===== src/rtl/adc_sample_framer.sv =====
// Ping-pong framer: captures four 64-bit ADC lane words per DATA_READY and streams header, [TS], ch0..ch7.
// Define FRAMER_TIMESTAMP_EN to add a free-running 32-bit MCLK timestamp word after each header.
module adc_sample_framer #(
    parameter logic [7:0] HEADER_TAG = 8'hA5
) (
    input  logic             MCLK,
    input  logic             nRST,
    input  logic             nSYNC_IN,
    input  logic             DATA_READY,
    input  logic [3:0][63:0] DATA,
    output logic [31:0]      TDATA,
    output logic             TVALID,
    input  logic             TREADY,
    output logic             TLAST,
    output logic             OVERFLOW
);

`ifdef FRAMER_TIMESTAMP_EN
    typedef enum logic [1:0] {IDLE, HDR, TS, CH} state_t;
`else
    typedef enum logic [1:0] {IDLE, HDR, CH} state_t;
`endif

    state_t      state;
    logic [2:0]  ch_idx;
    logic [1:0]  slot_full;
    logic        wr_ptr;
    logic        rd_ptr;
    logic [15:0] frame_cnt;
    logic [31:0] ch_mem [2][8];
    logic [15:0] slot_num [2];
`ifdef FRAMER_TIMESTAMP_EN
    logic [31:0] ts_cnt;
    logic [31:0] slot_ts [2];
`endif

    logic        handshake;
    logic        frame_done;
    logic        wr_free;
    logic        capture;
    logic        drop;
    logic [1:0]  full_eff;
    logic [31:0] hdr_word [2];

    // full_eff/hdr_word see a same-cycle capture, so a header can leave one cycle after DATA_READY.
    always_comb begin
        handshake  = TVALID && TREADY;
        frame_done = handshake && (state == CH) && (ch_idx == 3'd7);
        wr_free    = !slot_full[wr_ptr] || (frame_done && (wr_ptr == rd_ptr));
        capture    = DATA_READY && wr_free;
        drop       = DATA_READY && !wr_free;
        for (int unsigned s = 0; s < 2; s++) begin
            full_eff[s[0]] = slot_full[s[0]] || (capture && (wr_ptr == s[0]));
            hdr_word[s[0]] = {HEADER_TAG, 8'd8,
                              (capture && (wr_ptr == s[0])) ? frame_cnt : slot_num[s[0]]};
        end
    end

    always_ff @(posedge MCLK) begin
        if (capture) begin
            for (int unsigned k = 0; k < 8; k++) begin
                ch_mem[wr_ptr][k[2:0]] <= k[0] ? DATA[k[2:1]][31:0] : DATA[k[2:1]][63:32];
            end
            slot_num[wr_ptr] <= frame_cnt;
`ifdef FRAMER_TIMESTAMP_EN
            slot_ts[wr_ptr] <= ts_cnt;
`endif
        end
    end

    always_ff @(posedge MCLK or negedge nRST) begin
        if (!nRST) begin
            state     <= IDLE;
            ch_idx    <= '0;
            slot_full <= '0;
            wr_ptr    <= 1'b0;
            rd_ptr    <= 1'b0;
            frame_cnt <= '0;
            OVERFLOW  <= 1'b0;
            TDATA     <= '0;
            TVALID    <= 1'b0;
            TLAST     <= 1'b0;
`ifdef FRAMER_TIMESTAMP_EN
            ts_cnt    <= '0;
`endif
        end else begin
            if (!nSYNC_IN) begin
                frame_cnt <= '0;
                OVERFLOW  <= 1'b0;
`ifdef FRAMER_TIMESTAMP_EN
                ts_cnt    <= '0;
`endif
            end else begin
                if (DATA_READY) frame_cnt <= frame_cnt + 16'd1;
                if (drop) OVERFLOW <= 1'b1;
`ifdef FRAMER_TIMESTAMP_EN
                ts_cnt <= ts_cnt + 32'd1;
`endif
            end

            // Set after clear: a capture into the slot freed this cycle must win.
            if (frame_done) slot_full[rd_ptr] <= 1'b0;
            if (capture) begin
                slot_full[wr_ptr] <= 1'b1;
                wr_ptr            <= ~wr_ptr;
            end

            case (state)
                IDLE: begin
                    if (full_eff[rd_ptr]) begin
                        state  <= HDR;
                        TVALID <= 1'b1;
                        TLAST  <= 1'b0;
                        TDATA  <= hdr_word[rd_ptr];
                    end
                end
                HDR: begin
                    if (handshake) begin
`ifdef FRAMER_TIMESTAMP_EN
                        state <= TS;
                        TDATA <= slot_ts[rd_ptr];
`else
                        state  <= CH;
                        ch_idx <= '0;
                        TDATA  <= ch_mem[rd_ptr][0];
`endif
                    end
                end
`ifdef FRAMER_TIMESTAMP_EN
                TS: begin
                    if (handshake) begin
                        state  <= CH;
                        ch_idx <= '0;
                        TDATA  <= ch_mem[rd_ptr][0];
                    end
                end
`endif
                CH: begin
                    if (handshake) begin
                        if (ch_idx == 3'd7) begin
                            rd_ptr <= ~rd_ptr;
                            ch_idx <= '0;
                            TLAST  <= 1'b0;
                            if (full_eff[~rd_ptr]) begin
                                state <= HDR;
                                TDATA <= hdr_word[~rd_ptr];
                            end else begin
                                state  <= IDLE;
                                TVALID <= 1'b0;
                                TDATA  <= '0;
                            end
                        end else begin
                            ch_idx <= ch_idx + 3'd1;
                            TDATA  <= ch_mem[rd_ptr][ch_idx + 3'd1];
                            TLAST  <= (ch_idx == 3'd6);
                        end
                    end
                end
                default: state <= IDLE;
            endcase
        end
    end

endmodule


===== config.mk =====
export PLATFORM = sky130hd
export DESIGN_NAME = adc_sample_framer
export DESIGN_NICKNAME = d
export VERILOG_FILES = /design/src/rtl/adc_sample_framer.sv
export SDC_FILE = /design/constraint.sdc
export NUM_CORES = 1
export LEC_CHECK = 0
export ABC_AREA = 1
export CORE_MARGIN = 2
export CORE_UTILIZATION = 51
export DETAILED_ROUTE_END_ITERATION = 16
export PLACE_DENSITY = 0.85
export SYNTH_ARGS = -nofsm -noshare
export SYNTH_HDL_FRONTEND = slang
export SYNTH_SLANG_ARGS = --single-unit

===== constraint.sdc =====
create_clock -name MCLK -period 7.1 [get_ports MCLK]
set_input_delay 2.13 -clock MCLK [delete_from_list [all_inputs] [get_ports MCLK]]
set_output_delay 2.13 -clock MCLK [all_outputs]
set_load 0.005 [all_outputs]

==> flow_metrics.tcl, run 1 <==
set metrics [dict create \
    root_buffer "clkbuf_16" \
    final-max-slew-violation-count 0 \
    syn_inst 2271 \
    dr.pass1.iters 6 \
    hold_buffers 0 \
    tritoncts "built" \
    finalHoldViolCount 0 \
    grt_pass1_wl_um 103000 \
    fmaxAchievable_ghz 0.187 \
    syn_nets 2541 \
    initial_utilization 0.519 \
    cp_num_buf_inv 2 \
    crit_arrival_ns 5.90 \
    die_w_um 228 \
    slew_headroom 0.320 \
    final_cell_area_um2 31000 \
    clkLatencyLatePin_ns 0.63 \
    critical_path_class "in -> reg" \
    period_share 0.752 \
    cts_setup_buffers 0 \
    place_area_um2 28900 \
    yosysUniqueCellTypes 41 \
    critPathSlowestCell "nand3_2" \
    rows 81 \
    coreArea_um2 49200 \
    cts.sinks 604 \
    clock_path_buffers 3 \
    ys_seq_area_frac 0.700 \
    syn_to_final_growth_pct 21.5 \
    gp_congestion 0.883 \
    ir_drop_mv 0.196 \
    syn_avg_cell_area_um2 11.2 \
    hold_path.startpoint "TDATA[18]" \
    drt_iter0_drc 2249 \
    die_area_um2 51800 \
    period_needed_ns 5.34 \
    powerDensity_nw_per_um2 276 \
    vias_per_cell 5.79 \
    grt_util_all_layers 0.265 \
    r2r-start "rd_ptr" \
    setup_viol 0 \
    critPathLaunchType "input port" \
    cts_buffers 59 \
    outcome "complete, no violations" \
    pin_count 296 \
    max_stage_delay_ns 0.76 \
    cp.required_ns 7.66 \
    grt_max_degree 172 \
    cts_resized 0 \
    drive_gt1_frac 0.0586 \
    crit_family "simple AND/OR/NAND/NOR gates" \
    skew_ns 0.0215 \
    yosys_warnings 0 \
    antenna_found_initial 9 \
    wl_per_cell_um 21.3 \
    hold_class "reg -> reg" \
    totalPowerFinal_mw 8.53 \
    drv_cap 0 \
    dp_hpwl_um 43400 \
    drc 0 \
    worstMarginPinSlew_ns 1.02 \
    cp-startpoint "TREADY" \
    antenna_left 0 \
    clk_pin_slew_worst_paths_ns 0.06 \
    die_height_um 228 \
    htreeDepth 2 \
    grt_setup_unrepaired "no" \
    finalSetupTns_ns 0 \
    p_leak_nw 11.4 \
    wl_um 68600 \
    vias 18700 \
    final_nets 2779 \
    ys_ff_latch 604 \
    port_buffers 295 \
    grt_pass1_vias 18300 \
    endpoint_kind "flip-flop" \
    crit_chain "clkdlybuf4s50_1 > nand2_4 > nor2_2 > nand2_2 > nand2_4 > nand3_2 > nand2_1 > nand2_1 > nand3_2 > nand3_2 > inv_2 > nand3_1 > nand2_1" \
    critPathMaxFanout 39 \
    synth_area_um2 25500 \
    overflow 0 \
]
worst reg2reg max path, delay by kind of cell, from the launching register on:
family / cells / cell delay, ns
buf+inv: 2 / 1.22
flops: 1 / 0.75
simple gates: 11 / 2.51
state kept, by name, summed over array words and instances (netlist names):
name	flops
slot_full	2
ch_idx	3
slot_num	32
OVERFLOW	1
rd_ptr	1
TDATA	32
TVALID	1
TLAST	1
state	2
frame_cnt	16
wr_ptr	1
ch_mem	512
metrics by stage:
stage	worst slack [ns]	utilization	std cells	hold WS [ns]
6_report	1.76	0.630	3228	0.477
5_1_grt	1.60	0.630	3226	0.508
4_1_cts	1.87	0.630	3223	0.482
3_5_place_dp	1.23	0.588	3112	0.465
3_3_place_gp	1.40	0.588	3112	0.465
2_1_floorplan	0.0324	-	2271	0.459
area by class of cell:
type / instances / area [um2]
fillers: 3603 / 18200
flip-flops and latches: 604 / 17800
multi-input cells: 1425 / 6630
repair buffers: 316 / 3200
clock buffers: 88 / 1710
well taps: 664 / 831
inverters: 103 / 408
clock inverters: 23 / 342
diodes: 5 / 12.5
final timing paths:
| check | endpoint | slack [ns] | cells past startpoint |
|---|---|---|---|
| max in group asynchronous | ch_idx[0] | 4.85 | 1 |
| min in group asynchronous | rd_ptr | 1.61 | 1 |
| worst max-delay path | TDATA[7] | 1.76 | 13 |
| worst min register to register | TDATA[18] | 0.48 | 2 |
| worst max register to register | TDATA[7] | 2.56 | 13 |
| worst min-delay path | TDATA[18] | 0.48 | 2 |
layout by cell type (no fill, tap or decap), types with 12 or more instances in the layout:
master             n
dfrtp_1           58
nand2_1          623
nand4_1           20
clkbuf_1          19
inv_1             91
nor3_1            12
buf_4             15
clkbuf_16         61
clkdlybuf4s50_1  294
edfxtp_1         544
o211ai_1          41
nor2_1           113
nand3_1          292
a21oi_1           81
o22ai_1           26
o21ai_0          148
kinds of logic (layout without fill, tap and decap cells):
logic type	after synthesis	after routing	synth area share
buffers and inverters	242	530	0.0407
AO/OA/AOI/OAI	319	319	0.0707
flip-flops	604	604	0.700
XOR/XNOR	2	2	0.000687
multiplexers	4	4	0.00162
AND/OR/NAND/NOR	1091	1091	0.182
adder cells (fa/ha/maj)	9	9	0.00442
other	0	5	0
where the power goes:
part           switching, mW  internal (mW)  total, mW
Clock                   1.34           1.96       3.29
Combinational          0.534          0.272      0.806
Sequential            0.0975           4.34       4.43
metal layers:
| metal | track usage | up-vias | part of all wire | wire length [um] |
|---|---|---|---|---|
| li1 | - | 8476 | - | - |
| met2 | 0.437 | 992 | 0.49 | 33700 |
| met3 | 0.0552 | 166 | 0.095 | 6490 |
| met1 | 0.341 | 9034 | 0.38 | 25900 |
| met4 | 0.115 | 8 | 0.037 | 2570 |
| met5 | 0 | - | 0.00073 | 50 |
cell usage after synthesis (all sizes together):
library cell,count,area share
nand2,629,0.093
edfxtp,544,0.64
nand3,299,0.060
o21ai,150,0.030
nor2,116,0.018
inv,100,0.015
buf,85,0.018
a21oi,83,0.017
dfrtp,60,0.059
clkbuf,54,0.0080
o211ai,41,0.012
o22ai,26,0.0064
nand4,20,0.0049
nor3,14,0.0031
ha,9,0.0044
a21boi,8,0.0024
and2,8,0.0020
a32oi,5,0.0017
o221ai,5,0.0017
or2,4,0.00098
clkinv,3,0.00044
mux2i,3,0.0012
xor2,2,0.00069
mux2,1,0.00044
nor4,1,0.00025
o21a,1,0.00029
Note: power is estimated with default switching activity, not from simulation.
==> run 2, diff against run 1 <==
==> constraint.sdc (replaced) <==
create_clock -name MCLK -period 4.3 [get_ports MCLK]
set_input_delay 1.29 -clock MCLK [delete_from_list [all_inputs] [get_ports MCLK]]
set_output_delay 1.29 -clock MCLK [all_outputs]
set_load 0.005 [all_outputs]
==> run 2 against run 1 <==
Total power increased by 60%; count of clock-buffer cells in the layout down 7; sequential share of layout area increased by 0.054 points; critical path type is now reg -> reg; hold slack improved by 0.0010 ns; global-route usage is 0.13 points lower; non-clock buffer count rose by 12; wire length decreased by 0.16%; sequential cell count stayed put; sequential power increased by 65%.
==> flow_metrics.tcl, run 2 (synthesis gave the netlist of run 1 again) <==
set metrics [dict create \
    clk_pin_slew_worst_paths_ns 0.06 \
    fmaxAchievable_ghz 0.278 \
    cts_buffers 58 \
    p_leak_nw 11.3 \
    powerDensity_nw_per_um2 442 \
    grt_util_all_layers 0.264 \
    routed-wl-met2_um 33100 \
    met3_length_um 6340 \
    period_needed_ns 3.59 \
    slew_headroom 0.270 \
    totalPowerFinal_mw 13.7 \
    outcome "complete, no violations" \
    antenna_found_initial 5 \
    final-max-slew-violation-count 0 \
    wl_um 68500 \
    cts_resized 0 \
    die_area_um2 51800 \
    mostFrequentLayoutCells "nand2_1, edfxtp_1, clkdlybuf4s50_1" \
    grt_pass1_vias 18300 \
    htreeDepth 2 \
    setup_viol 0 \
    vias 18600 \
    cts.sinks 604 \
    gp_congestion 0.896 \
    hold_class "reg -> reg" \
    r2r_slack_ns 0.71 \
    stdcell_count 3237 \
    finalHoldViolCount 0 \
    r2r_end "TDATA[9]" \
    dp_hpwl_um 44700 \
    skew_ns 0.0295 \
    root_buffer "clkbuf_16" \
    syn_to_final_growth_pct 21.4 \
    vias_per_cell 5.74 \
    min_to "TDATA[22]" \
    drc 0 \
    final_common_cell "nand2_1" \
    cts_setup_buffers 0 \
    crit_arrival_ns 4.14 \
    initial_utilization 0.519 \
    grt_max_degree 113 \
    port_buffers 295 \
    worstMarginPinSlew_ns 1.09 \
    die_height_um 228 \
    tritoncts "built" \
    min_path_cells 2 \
    rows 81 \
    ff2ff_path_depth 8 \
    clock_path_buffers 3 \
    ir_drop_mv 0.345 \
    r2r-start "ch_idx[0]" \
    drive_gt1_frac 0.0588 \
    dr.pass1.iters 6 \
    pin_count 296 \
    dp_cells 3124 \
    period_share 0.836 \
    drt_iter0_drc 2344 \
    hold_path.startpoint "TDATA[22]" \
    dr.max_layer_used "met5" \
    final_cell_area_um2 30900 \
    routedLengthMet1_um 26600 \
    n_fill_cell 3576 \
    critical_path_class "reg -> reg" \
    wl_per_cell_um 21.2 \
    antenna_left 0 \
    critPathLaunchType "flip-flop" \
    final_nets 2790 \
    grt_setup_unrepaired "no" \
    die_w_um 228 \
    largest_reg_flops 512 \
    coreArea_um2 49200 \
    place_area_um2 29100 \
    overflow 0 \
    hold_buffers 0 \
    cp.required_ns 4.85 \
    critPathMaxFanout 37 \
    drv_cap 0 \
    endpoint_kind "flip-flop" \
    grt_pass1_wl_um 103000 \
    clkLatencyLatePin_ns 0.63 \
]
## run 2: report_power, final
part           switching (mW)  internal [mW]  leakage [nW]
clock                    2.14           2.88         0.900
sequential              0.156           7.16          5.74
combinational           0.889          0.469          4.70
## run 2: worst max-delay path by stage
stage / to / cells after the start / slack [ns] / start
2_1_floorplan: ch_mem[0][0] / 7 / -1.90 / TREADY
3_3_place_gp: ch_mem[0][95] / 8 / 0.51 / TREADY
3_5_place_dp: ch_mem[0][95] / 8 / 0.48 / TREADY
4_1_cts: TDATA[5] / 8 / 0.77 / ch_idx[0]
5_1_grt: TDATA[7] / 8 / 0.55 / ch_idx[0]
6_report: TDATA[9] / 8 / 0.71 / ch_idx[0]
## run 2: worst max-delay path, stage by stage, from the launching register on
cell	delay, ns
dfrtp_4	0.63
inv_4	0.42
ha_4	0.39
nor2_1	0.89
a21boi_0	0.62
nor3_1	0.27
nand2_1	0.13
nand3_1	0.07
nand2_1	0.07
## run 2: layout make-up
| type | count | area, um2 | area share |
|---|---|---|---|
| diodes | 3 | 7.51 | 0.000243 |
| well taps | 664 | 831 | 0.0268 |
| clock buffers | 81 | 1590 | 0.0514 |
| repair buffers | 328 | 3320 | 0.107 |
| clock inverters | 29 | 280 | 0.00906 |
| multi-input cells | 1425 | 6660 | 0.215 |
| flip-flops and latches | 604 | 17800 | 0.577 |
| inverters | 103 | 413 | 0.0133 |
## run 2: layer usage
metal	vias to the layer above	global-route usage
li1	8493	-
met1	8893	0.355
met2	1051	0.433
met3	154	0.0450
met4	2	0.0972
met5	-	0
## run 2: per-stage QoR
stage / worst slack (ns) / util / TNS [ns] / hold slack (ns)
floorplan: -1.90 / - / -519.38 / 0.459
global placement: 0.513 / 0.591 / 0 / 0.463
detailed placement: 0.475 / 0.591 / 0 / 0.465
CTS: 0.768 / 0.629 / 0 / 0.481
global route: 0.550 / 0.629 / 0 / 0.507
finish: 0.706 / 0.630 / 0 / 0.478
